File: src/rtl/sram_controller_pkg.sv
// Shared definitions for the SRAM pad-block initiator: FSM state encoding and default widths.
package sram_controller_pkg;

  localparam int unsigned ADDR_BITS_DEF    = 20;
  localparam int unsigned DATA_BITS_DEF    = 16;
  localparam int unsigned READ_LATENCY_DEF = 3;

  typedef enum logic [1:0] {
    ST_IDLE  = 2'd0,
    ST_READ  = 2'd1,
    ST_WRITE = 2'd2,
    ST_TURN  = 2'd3
  } state_e;

  // True when a request would reverse the bus direction of the current streaming state.
  function automatic logic dir_conflict(input state_e st, input logic wr);
    return ((st == ST_READ) && wr) || ((st == ST_WRITE) && !wr);
  endfunction

endpackage

File: src/rtl/sram_rd_track.sv
// Valid+address delay line that lines up each issued read with the pad block's data return.
module sram_rd_track #(
  parameter int unsigned READ_LATENCY = 3,
  parameter int unsigned ADDR_BITS    = 20
) (
  input  logic                 clk,
  input  logic                 reset_n,
  input  logic                 i_valid,
  input  logic [ADDR_BITS-1:0] i_addr,
  output logic                 o_valid,
  output logic [ADDR_BITS-1:0] o_addr
);

  logic [READ_LATENCY-1:0] r_valid;
  logic [ADDR_BITS-1:0]    r_addr [READ_LATENCY];

  always_ff @(posedge clk or negedge reset_n) begin
    if (!reset_n) begin
      r_valid <= '0;
      for (int i = 0; i < READ_LATENCY; i++) r_addr[i] <= '0;
    end else begin
      r_valid[0] <= i_valid;
      r_addr[0]  <= i_addr;
      for (int i = 1; i < READ_LATENCY; i++) begin
        r_valid[i] <= r_valid[i-1];
        r_addr[i]  <= r_addr[i-1];
      end
    end
  end

  assign o_valid = r_valid[READ_LATENCY-1];
  assign o_addr  = r_addr[READ_LATENCY-1];

endmodule

File: src/rtl/sram_controller.sv
// Request-stream to iCE40 SRAM pad-block initiator: registered strobes, read/write turnaround,
// and read-return tracking.
module sram_controller
  import sram_controller_pkg::*;
#(
  parameter int unsigned ADDR_BITS    = ADDR_BITS_DEF,
  parameter int unsigned DATA_BITS    = DATA_BITS_DEF,
  parameter int unsigned READ_LATENCY = READ_LATENCY_DEF
) (
  input  logic                 clk,
  input  logic                 reset_n,
  input  logic                 req_valid,
  output logic                 req_ready,
  input  logic                 req_write,
  input  logic [ADDR_BITS-1:0] req_addr,
  input  logic [DATA_BITS-1:0] req_wdata,
  output logic                 rd_valid,
  output logic [DATA_BITS-1:0] rd_data,
  output logic [ADDR_BITS-1:0] rd_addr,
  output logic                 rd_unexpected,
  output logic [ADDR_BITS-1:0] pad_addr,
  output logic [DATA_BITS-1:0] pad_write_data,
  output logic                 pad_write_data_enable,
  output logic                 pad_ce_n,
  output logic                 pad_we_n,
  output logic                 pad_oe_n,
  input  logic [DATA_BITS-1:0] pad_read_data,
  input  logic                 pad_read_data_valid,
  output state_e               dbg_state
);

  state_e               r_state;
  logic                 r_pad_ce_n;
  logic                 r_pad_we_n;
  logic                 r_pad_oe_n;
  logic                 r_pad_wde;
  logic [ADDR_BITS-1:0] r_pad_addr;
  logic [DATA_BITS-1:0] r_pad_wdata;
  logic                 r_rd_valid;
  logic [DATA_BITS-1:0] r_rd_data;
  logic [ADDR_BITS-1:0] r_rd_addr;
  logic                 r_rd_unexpected;

  logic                 w_conflict;
  logic                 w_accept;
  logic                 w_trk_valid;
  logic [ADDR_BITS-1:0] w_trk_addr;

  // Handshake: a request transfers on a posedge where req_valid && req_ready. req_ready
  // looks only at the FSM state and the offered direction, never at the read-return path.
  assign w_conflict = req_valid && dir_conflict(r_state, req_write);
  assign req_ready  = (r_state != ST_TURN) && !w_conflict;
  assign w_accept   = req_valid && req_ready;

  always_ff @(posedge clk or negedge reset_n) begin
    if (!reset_n) begin
      r_state     <= ST_IDLE;
      r_pad_ce_n  <= 1'b1;
      r_pad_we_n  <= 1'b1;
      r_pad_oe_n  <= 1'b1;
      r_pad_wde   <= 1'b0;
      r_pad_addr  <= '0;
      r_pad_wdata <= '0;
    end else begin
      case (r_state)
        ST_IDLE: begin
          if (w_accept) r_state <= req_write ? ST_WRITE : ST_READ;
        end
        ST_READ, ST_WRITE: begin
          if (w_conflict)    r_state <= ST_TURN;
          else if (!w_accept) r_state <= ST_IDLE;
        end
        default: r_state <= ST_IDLE;
      endcase

      if (w_accept) begin
        r_pad_ce_n <= 1'b0;
        r_pad_we_n <= !req_write;
        r_pad_oe_n <= req_write;
        r_pad_wde  <= req_write;
        r_pad_addr <= req_addr;
        if (req_write) r_pad_wdata <= req_wdata;
      end else begin
        r_pad_ce_n <= 1'b1;
        r_pad_we_n <= 1'b1;
        r_pad_oe_n <= 1'b1;
        r_pad_wde  <= 1'b0;
      end
    end
  end

  // The pad block samples oe_n on the same edge that loads the tracker.
  sram_rd_track #(
    .READ_LATENCY (READ_LATENCY),
    .ADDR_BITS    (ADDR_BITS)
  ) u_rd_track (
    .clk     (clk),
    .reset_n (reset_n),
    .i_valid (!r_pad_oe_n),
    .i_addr  (r_pad_addr),
    .o_valid (w_trk_valid),
    .o_addr  (w_trk_addr)
  );

  always_ff @(posedge clk or negedge reset_n) begin
    if (!reset_n) begin
      r_rd_valid      <= 1'b0;
      r_rd_data       <= '0;
      r_rd_addr       <= '0;
      r_rd_unexpected <= 1'b0;
    end else begin
      r_rd_valid <= pad_read_data_valid && w_trk_valid;
      if (pad_read_data_valid && w_trk_valid) begin
        r_rd_data <= pad_read_data;
        r_rd_addr <= w_trk_addr;
      end
      if (pad_read_data_valid && !w_trk_valid) r_rd_unexpected <= 1'b1;
    end
  end

  assign pad_ce_n              = r_pad_ce_n;
  assign pad_we_n              = r_pad_we_n;
  assign pad_oe_n              = r_pad_oe_n;
  assign pad_write_data_enable = r_pad_wde;
  assign pad_addr              = r_pad_addr;
  assign pad_write_data        = r_pad_wdata;
  assign rd_valid              = r_rd_valid;
  assign rd_data               = r_rd_data;
  assign rd_addr               = r_rd_addr;
  assign rd_unexpected         = r_rd_unexpected;
  assign dbg_state             = r_state;

endmodule
File: config.mk
export PLATFORM = sky130hd
export DESIGN_NAME = sram_controller
export DESIGN_NICKNAME = d
export VERILOG_FILES = /design/src/rtl/sram_controller_pkg.sv /design/src/rtl/sram_rd_track.sv /design/src/rtl/sram_controller.sv
export SDC_FILE = /design/constraint.sdc
export NUM_CORES = 1
export LEC_CHECK = 0
export BUFFER_PORTS_ARGS = -buffer_cell sky130_fd_sc_hd__buf_2
export CAP_MARGIN = 15
export CORE_MARGIN = 3
export CORE_UTILIZATION = 55
export CTS_CLUSTER_DIAMETER = 120
export DETAILED_ROUTE_END_ITERATION = 8
export PLACE_DENSITY = 0.84
export REMOVE_ABC_BUFFERS = 1
export SETUP_SLACK_MARGIN = 0.15
export SLEW_MARGIN = 0
export SYNTH_ARGS = -nofsm -noshare
export SYNTH_HDL_FRONTEND = slang
export SYNTH_HIERARCHICAL = 1
export SYNTH_SLANG_ARGS = --single-unit
File: constraint.sdc
create_clock -name clk -period 5.9 [get_ports clk]
set_input_delay 0.59 -clock clk [delete_from_list [all_inputs] [get_ports clk]]
set_output_delay 0.59 -clock clk [all_outputs]
set_load 0.01 [all_outputs]
==> results by group <==
Worst setup path
  – CP Max Fanout: 23
  – RR Startpoint: dbg_state[1]
  – Worst reg2reg endpoint: dbg_state[0]
  – CP Data Required Time: 6.27 ns
  – WP data arrival: approximately 3 ns
  – CP startpoint kind: register
  – CP Capture Type: register
  – Register-to-register path setup slack: around 3.3 ns
  – Critical path class: register to register
  – R2R depth: 6
  – Critical Path Start: dbg_state[1]

Timing
  – Slew Limit Fails: 0
  – Rel. slew slack: a little under a third
  – Actual slew at the worst max-slew pin: 1.05 ns
  – RSZ-0062 raised after global routing: no
  – Worst setup margin: 3.26 ns
  – F_max: between 300 and 400 MHz
  – Setup Skew: slightly below 0.007 ns
  – Endpoints failing hold: 0
  – Min Tclk post-route: between 2 and 3 ns
  – Tcrit/Tclk final: between 40% and 50%
  – Final setup TNS: 0 ns
  – Final setup violation count: 0

Place
  – Placed Area: around 0.0054 mm2
  – Port Buffer Count: approximately 140
  – DP Worst Slack: ~3.2 ns
  – Final GP Congestion: 0.711
  – HPWL after DPL: roughly 5000 um

Clocking
  – Root buf cell: clkbuf_8
  – CTS sink cnt: approximately 140
  – Cts repair resizes: 0
  – CTS Buffer Depth: 2
  – Cts bufs inserted: 17
  – Htree depth: 4
  – Post-CTS Setup Bufs: 0
  – CTS clk-pin slew, worst paths: roughly 0.060 ns
  – Cts-stage hold buffer count: 0
  – CTS tree: built
  – Worst-Skew Late Latency: 0.49 ns

Layout
  – Commonest cells after routing, fill and taps aside: 140 x dfrtp_1, 136 x buf_2, 72 x mux2_2
  – Nets@finish: 458
  – Final instance area: around 0.0060 mm2
  – Filler cells: approximately 550
  – Multi-input logic area: approximately 1000 um2
  – Layout cell share with drive strength beyond 1: 60.5%
  – N_diodes: 0
  – Commonest non-fill, non-tap cell in the layout: dfrtp_1
  – Area Growth Syn to Fin: 25.4%
  – Reg area: ~0.0036 mm2

Synthesis
  – Synth Area in XOR/XNOR: 0%
  – Cell area after synthesis: 0.00479 mm2
  – Synth Area in Simple Gates: 0.915%
  – Largest family of logic cells by synthesized area: multiplexers
  – Yosys synthesis warning count: 6
  – Register bit total from synthesis: 143
  – Syn Inst Count: roughly 270
  – Mux share of post-synthesis cell area: a little under a fifth
  – Syn_area_per_cell: between 15 and 20 um2
  – Share of the synthesized area in the top cell type: roughly three quarters
  – Netlist cell types: 20
  – Synth Area in Adders: 1.05%
  – Synth top area cells: dfrtp_1 73%, mux2_2 17%, buf_4 3.1%
  – Leading area contributor after synthesis: dfrtp_1
  – Post-synthesis compound-gate area fraction: less than 1%
  – Post-synthesis sequential area ratio: 74.8%

Die
  – Row cnt: 33
  – Chip height: about 100 um
  – Chip width: 99.3 um
  – Initial Util: between 50% and 60%
  – Die area: 0.00986 mm2
  – Core area: ~0.0083 mm2
  – Boundary pin count: ~140

Hold path
  – Class of the worst hold path: input port to async pin

Routing
  – Vias per cell: approximately 4.7
  – Vias: about 2.4k
  – Drt total wl: between 7000 and 8000 um
  – Drt first-iter violations: 60
  – # DRC: 0
  – ANT nets after route: 0
  – Per-cell routed wire length: between 10 and 15 um
  – Drt first pass iters: 4

Power
  – Maximum VDD drop: 0.323 mV
  – Leakage: between 0.002 and 0.003 uW
  – PwrDens: around 580 mW/mm2
  – Pwr Total: ~3500 uW

GRT
  – Largest net degree at the start of global routing: between 90 and 100
  – Number of global-route vias before repair: roughly 2.6k
  – GRT overflow: 0
  – First-pass GRT wire length: roughly 13000 um
  – GRT Total Usage: 16.6%
  – Initial antenna violation count: 0

Run
  – MaxCap Viol Count: 0

Status
  – Status: completed
## synth_stat cells (all sizes together)
cell / count
a21o: 1
a21oi: 3
buf: 25
clkbuf: 3
dfrtp: 140
dfstp: 3
ha: 4
inv: 6
mux2: 75
mux2i: 1
nand2: 2
nand2b: 1
nand3: 1
nor4bb: 1
or2: 1
or3b: 1
## registers in the layout, summed over array words and instances (netlist names), 2 cells and up
signal,flops
u_rd_track/r_addr,40
pad_addr,20
rd_addr,20
u_rd_track/o_addr,20
pad_write_data,16
rd_data,16
u_rd_track/r_valid,3
dbg_state,2
## per-layer routing
metal  vias up  share of wire (%)  global-route usage, %
li1       1138                  -                      -
met1      1219                 41                   21.2
met2        81                 54                   27.5
met3         4                4.6                   4.21
met4         0               0.48                   6.62
met5         -                  0                      0
## where the power goes
group	internal (uW)	switching [uW]	total (uW)
combinational	429	396	824
sequential	1440	191	1630
clock	616	386	1000
## how the worst max path moves through the flow
stage | cells past startpoint | endpoint | slack, ns
6_report | 6 | dbg_state[0] | 3.26
5_1_grt | 6 | dbg_state[0] | 3.10
4_1_cts | 6 | dbg_state[0] | 3.22
3_5_place_dp | 5 | dbg_state[0] | 3.19
3_3_place_gp | 5 | dbg_state[1] | 3.26
2_1_floorplan | 3 | pad_write_data[0] | 2.87
## final cells by class
cell class,instances,share of cell area (%)
timing repair buffer,138,11.7
sequential,143,59.7
clock inverter,12,2.27
multi-input combinational,91,16.6
inverter,6,0.375
tap,105,2.19
clock buffer,20,7.25
## critical path: stages (launching register included)
cell and delay, ns:
dfrtp_1 0.41, inv_1 0.09, ha_1 0.23, mux2_4 0.29
or3b_1 0.78, mux2i_2 0.37, mux2_1 0.35
## metrics by stage
step                util [%]  std cells  hold WS [ns]
floorplan                  -        240         0.294
global placement        65.1        483         0.331
detailed placement      65.1        483         0.335
CTS                     72.0        515         0.182
global route            72.0        515         0.215
finish                  72.0        515         0.155
## cells by family (layout without fill, tap and decap cells)
logic type	count (synthesis)	after routing
flops	143	143
compound gates	4	4
mux	76	76
fa+ha+maj	4	4
simple gates	7	7
buf+inv	34	176
Power figures use the tool's default switching activity.
